<file path="src/rtl/core_seq_pkg.sv">
// Shared types and constants for the core sequencer.
package core_seq_pkg;

  typedef enum logic [1:0] {
    IDLE,
    LOAD,
    RUN,
    DONE
  } state_e;

  // Program base addresses, indexed by slot number (slot 0 is the lowest element).
  localparam logic [3:0][7:0] PROG_BASE = {8'hC0, 8'h80, 8'h40, 8'h00};

endpackage

</file>
<file path="src/rtl/sat_counter16.sv">
// 16-bit up-counter with synchronous clear and enable that saturates at all-ones.
module sat_counter16 (
  input  logic        clk,
  input  logic        rst,
  input  logic        clr,
  input  logic        en,
  output logic [15:0] count
);

  logic [15:0] count_q;
  logic [15:0] count_d;

  always_comb begin
    count_d = count_q;
    if (clr) begin
      count_d = '0;
    end else if (en && (count_q != '1)) begin
      count_d = count_q + 16'd1;
    end
  end

  always_ff @(posedge clk) begin
    if (rst) begin
      count_q <= '0;
    end else begin
      count_q <= count_d;
    end
  end

  assign count = count_q;

endmodule

</file>
<file path="src/rtl/core_sequencer.sv">
// Run controller for a small core: loads a program base, runs until halt,
// watchdog expiry or abort, and reports completion.
module core_sequencer
  import core_seq_pkg::*;
#(
  parameter logic [8:0]  HALT_WORD      = 9'h1FF,
  parameter logic [15:0] TIMEOUT_CYCLES = 16'd4096
) (
  input  logic        clk,
  input  logic        reset,
  input  logic        start,
  input  logic [1:0]  prog_sel,
  input  logic [8:0]  instr,
  output logic        pc_load,
  output logic [7:0]  pc_load_val,
  output logic        core_en,
  output logic        done,
  output logic        timeout,
  output logic [15:0] cycle_count
);

  state_e      state_q, state_d;
  logic [1:0]  sel_q, sel_d;
  logic        timeout_q, timeout_d;
  logic        halt;
  logic        expire;
  logic        cnt_clr;
  logic        cnt_en;

  assign halt   = (instr == HALT_WORD);
  assign expire = (cycle_count == (TIMEOUT_CYCLES - 16'd1));

  always_comb begin
    state_d   = state_q;
    sel_d     = sel_q;
    timeout_d = timeout_q;
    unique case (state_q)
      IDLE: if (start) state_d = LOAD;
      LOAD: if (!start) state_d = RUN;
      RUN: begin
        // Abort beats halt, halt beats watchdog.
        if (start) begin
          state_d = LOAD;
        end else if (halt) begin
          state_d   = DONE;
          timeout_d = 1'b0;
        end else if (expire) begin
          state_d   = DONE;
          timeout_d = 1'b1;
        end
      end
      DONE: if (start) state_d = LOAD;
      default: state_d = IDLE;
    endcase
    // Slot and watchdog flag are captured only on entry into LOAD.
    if ((state_d == LOAD) && (state_q != LOAD)) begin
      sel_d     = prog_sel;
      timeout_d = 1'b0;
    end
  end

  always_ff @(posedge clk) begin
    if (reset) begin
      state_q   <= IDLE;
      sel_q     <= '0;
      timeout_q <= 1'b0;
    end else begin
      state_q   <= state_d;
      sel_q     <= sel_d;
      timeout_q <= timeout_d;
    end
  end

  // Clearing on the transition into LOAD makes the count read zero for the whole LOAD dwell.
  assign cnt_clr = (state_d == LOAD);
  assign cnt_en  = (state_q == RUN);

  sat_counter16 u_cycle_cnt (
    .clk   (clk),
    .rst   (reset),
    .clr   (cnt_clr),
    .en    (cnt_en),
    .count (cycle_count)
  );

  assign pc_load     = (state_q == LOAD);
  assign pc_load_val = PROG_BASE[sel_q];
  assign core_en     = (state_q == RUN) && !halt;
  assign done        = (state_q == DONE);
  assign timeout     = timeout_q;

endmodule

</file>
<file path="config.mk">
export PLATFORM = sky130hd
export DESIGN_NAME = core_sequencer
export DESIGN_NICKNAME = d
export VERILOG_FILES = /design/src/rtl/core_seq_pkg.sv /design/src/rtl/sat_counter16.sv /design/src/rtl/core_sequencer.sv
export SDC_FILE = /design/constraint.sdc
export NUM_CORES = 1
export LEC_CHECK = 0
export CORE_ASPECT_RATIO = 0.7
export CORE_MARGIN = 3
export CORE_UTILIZATION = 45
export DETAILED_ROUTE_END_ITERATION = 8
export PLACE_DENSITY = 0.89
export SYNTH_ARGS = -nofsm -noshare
export SYNTH_HDL_FRONTEND = slang
export SYNTH_SLANG_ARGS = --single-unit
</file>
<file path="constraint.sdc">
create_clock -name clk -period 5.3 [get_ports clk]
set_input_delay 1.06 -clock clk [delete_from_list [all_inputs] [get_ports clk]]
set_output_delay 1.06 -clock clk [all_outputs]
set_load 0.01 [all_outputs]
</file>
* Word-level counts from Yosys, hierarchy flattened
Index checks and enable logic that the tools add are counted.
** Word-level totals
- Register bits after elaboration :: 21
- Bits of input ports :: 14
- Logic and storage cells :: 35
** Cells by class
- $add $sub $neg :: 1
- Magnitude comparators :: 1
- Equal/unequal tests :: 8
- Multiplexer cells :: 10
- Bitwise gates (word level) :: 1
- Reductions and logical operators :: 10
** Operator list (count)
- $add 16x1->16 const B :: 1
- $bmux 8 s2 :: 1
- $eq 16x12->1 const B :: 1
- $ne 16x16->1 const B :: 1
- $mux 2 :: 5
- $eq 9x9->1 const B :: 1
- $mux 8 :: 1
- $pmux 2 s3 :: 1
- $reduce_or 2->1 :: 3
- $eq 2x1->1 const B :: 2
- $eq 2x2->1 const B :: 2
- $logic_and 1x1->1 :: 3
- $lt 2x3->1 const B :: 1
- $reduce_and 3->1 :: 1
- $logic_not 2->1 :: 1
- $mux 1 :: 2
- $ne 2x1->1 const B :: 1
- $reduce_bool 2->1 :: 1
- $logic_not 1->1 :: 1
- $not 1->1 :: 1

* Longest topological paths before layout
- Depth in word-level cells :: 8
- Depth in mapped cells :: 8

* Hierarchy
Synthesis repeated with hierarchy kept, for this count alone.
** Unflattened totals
- Cells, all modules :: 157
- Area total of the unflattened synthesis :: 1415.1 µm²
** By module, submodules not included
- sat_counter16 :: instances 1, cells an instance 102, area an instance 917.1 µm², sequential area each 320.3 µm²
- core_sequencer :: instances 1, cells an instance 55, area an instance 498.0 µm², sequential area each 100.1 µm²

* Worst setup path before layout
No wires, ideal clock.
- Path type :: in2out
- Start point :: input port instr[4]
- End point :: output port core_en
- Data arrival time :: 1.554 ns
- Data required time :: 4.240 ns
- Slack :: 2.686 ns
- Cell stages on the path :: 3
- Cell sequence :: nand2_1 nor4_1 nor2_1
** On the way
- Word-level cells in the longest chain between the ends :: 3
** Ends and longest elaborated chain
- from (decl) :: RTL line core_sequencer.sv:13 : input logic [8:0] instr,
- $eq 9x9->1 :: RTL line core_sequencer.sv:30 : assign halt = (instr == HALT_WORD);
- $logic_not 1->1 :: RTL line core_sequencer.sv:88 : assign core_en = (state_q == RUN) && !halt;
- $logic_and 1x1->1 :: RTL line core_sequencer.sv:88
- to (decl) :: RTL line core_sequencer.sv:16 : output logic core_en,
Every way passes these cells.

* Worst setup path after layout
- Start point :: input port instr[8]
- End point :: output port core_en
The elaborated chain is that of the path after synthesis.

==> impl_metrics.yaml <==
clock_network:
  postCtsSetupRepairBufs: 0
  root_buffer: "clkbuf_8"
  cts_buffers: 3
  clk_pin_slew_ns: 0.07
  cts.sinks: 21
  cts_tree: "built"
  clock_latency_ns: 0.26
  postCtsHoldBufs: 0
  h-tree-depth: 1
  cts_buffer_depth: 2
  cts-resized-gates: 0
yosys:
  syn_area_per_cell_sq_um: 8.31
  synth_cell_type_count: 40
  synth_area_leaders: "dfxtp_1 (34%), nor2_1 (7.2%), xor2_1 (5.6%)"
  async_flop_share: 0
  synth_edf_count: 0
  synth_area_sq_um: 1250
  ys_ff_latch: 21
  ys_seq_area_frac: 0.337
  yosysTopAreaCell: "dfxtp_1"
  yosys_most_used_dff: "dfxtp_1"
  netlist_instances: 150
  ys_warn_count: 0
  synth_top_area_share: 0.337
job:
  cap_violations: 0
global_routing:
  grt_pass1_vias: 1224
  grt_pass1_wl_mm: 5.43
  grt_remaining_overflow: 0
  grt_max_degree: 17
  track_usage: 0.200
  grt_antenna_before_repair: 0
layout:
  nNetsFinal: 203
  fin_cells: 218
  fill_cells: 222
  final_common_cell: "clkdlybuf4s50_1"
  layout_common_cells: "clkdlybuf4s50_1 (35), nor2_1 (24), dfxtp_1 (21)"
  final_area_sq_um: 1630
  syn2layout_area_growth_pct: 30.6
  final_core_util: 0.638
  n_antenna_cell: 0
  drive_gt1_frac: 0.0543
floorplan:
  start_util: 0.488
  die_area_sq_um: 3450
  die_h_um: 50.0
  die_w_um: 68.9
  io-pin-count: 42
  num_rows: 15
  core_area_sq_um: 2550
outcome:
  status: "finished, final reports clean"
timing:
  clock_skew_ns: 0.00211
  timing.final.hold_violations: 0
  finalSetupTns_ns: 0
  rsz0062_at_grt: "no"
  relSlewSlack: 0.662
  setup_ws_ns: 1.62
  holdWs_ns: 0.487
  slew_viol_final: 0
  worstMarginPinSlew_ns: 0.506
  fin_crit_sh: 0.694
  min_period_ns: 3.68
  finalSetupViolations: 0
  fmax_mhz: 272
worst_setup_path:
  worst-r2r-setup-slack_ns: 2.97
  worstReg2RegEnd: "u_cycle_cnt.count[14]"
  critPathMaxFanout: 2
  end_kind: "output pin"
  cp-start-kind: "input port"
  r2r-start: "state_q[0]"
  path_class: "input port to output pin"
  arrival_ns: 2.62
  rr_worst_depth: 7
  crit_path_end: "core_en"
  cp.required_ns: 4.24
  cp-startpoint: "instr[8]"
place:
  gp_congestion: 0.847
  dpl.cell_count: 214
  post_dp_cell_area_sq_um: 1580
  pre_cts_slack_ns: 1.63
  io_buffers: 35
  dpl.hpwl_mm: 2.42
routing:
  drc_errors: 0
  finalWirelength_mm: 3.24
  drt-vias-per-instance: 5.74
  postRouteAntennaNets: 0
  drt_iter0_drc: 90
  vias: 1251
  wl_per_cell_um: 14.9
  firstDrtPassIters: 5
power_and_ir_drop:
  p_total_uw: 333
  power_leakage_nw: 0.556
  p_per_area_nw_per_um2: 205
  vdd_ir_drop_max_uv: 122
min_path:
  hp-class: "register to register"
-- state kept, by name (all words and copies together), names as in the netlist --
register           flops
u_cycle_cnt.count     16
sel_q                  2
state_q                2
timeout                1
-- synthesized netlist by cell type, types with 3 or more instances --
cell       number
nand2b_1        4
mux2i_1         3
ha_1            4
nor3_1          4
buf_4           6
o21ai_0         7
dfxtp_1        21
nor2_1         24
xnor2_1         4
nand2_1        10
inv_1           4
xor2_1          8
nor4_1          6
nand3_1         6
a21oi_1         6
o2111ai_1       3
-- layer usage --
| metal | up-vias | track usage | wire [um] |
|---|---|---|---|
| met2 | 62 | 0.351 | 1570 |
| met5 | - | 0 | 0 |
| met3 | 7 | 0.0501 | 293 |
| li1 | 592 | - | - |
| met1 | 590 | 0.251 | 1360 |
| met4 | 0 | 0.0194 | 23 |
-- logic make-up (layout without fill, tap and decap cells) --
group,count (synthesis),after routing,synth area share
simple gates,69,69,0.294
compound gates,26,26,0.145
flops,21,21,0.337
buf+inv,14,43,0.0723
xor+xnor,12,12,0.0843
fa+ha+maj,4,4,0.0402
mux,3,3,0.0241
other cells,1,6,0.00301
-- final cells by class --
| class | count | area (sq um) | area share |
|---|---|---|---|
| multi-input cells | 120 | 754 | 0.463 |
| flip-flops and latches | 21 | 420 | 0.258 |
| repair buffers | 35 | 350 | 0.215 |
| clock buffers | 4 | 45.0 | 0.0277 |
| well taps | 34 | 42.5 | 0.0261 |
| inverters | 4 | 15.0 | 0.00922 |
-- power breakdown --
part / switching [mW] / leakage, nW / total [mW] / internal [mW]
clock: 0.0506 / 0.0228 / 0.104 / 0.0535
sequential: 0.00444 / 0.170 / 0.166 / 0.162
combinational: 0.0345 / 0.363 / 0.0627 / 0.0282
total: 0.0895 / 0.556 / 0.333 / 0.244
-- worst min path at each step --
stage,from,end,cells after the start
floorplan,sel_q[0],sel_q[0],2
global placement,sel_q[1],sel_q[1],2
detailed placement,sel_q[0],sel_q[0],2
CTS,sel_q[0],sel_q[0],2
global route,sel_q[1],sel_q[1],2
finish,sel_q[0],sel_q[0],2
-- critical path, stage by stage --
cell and delay [ns]:
clkdlybuf4s50_1 0.46, nand2_1 0.07, nor4_1 0.40, nor2_1 0.12
clkdlybuf4s50_1 0.50
Power figures use the tool's default switching activity.
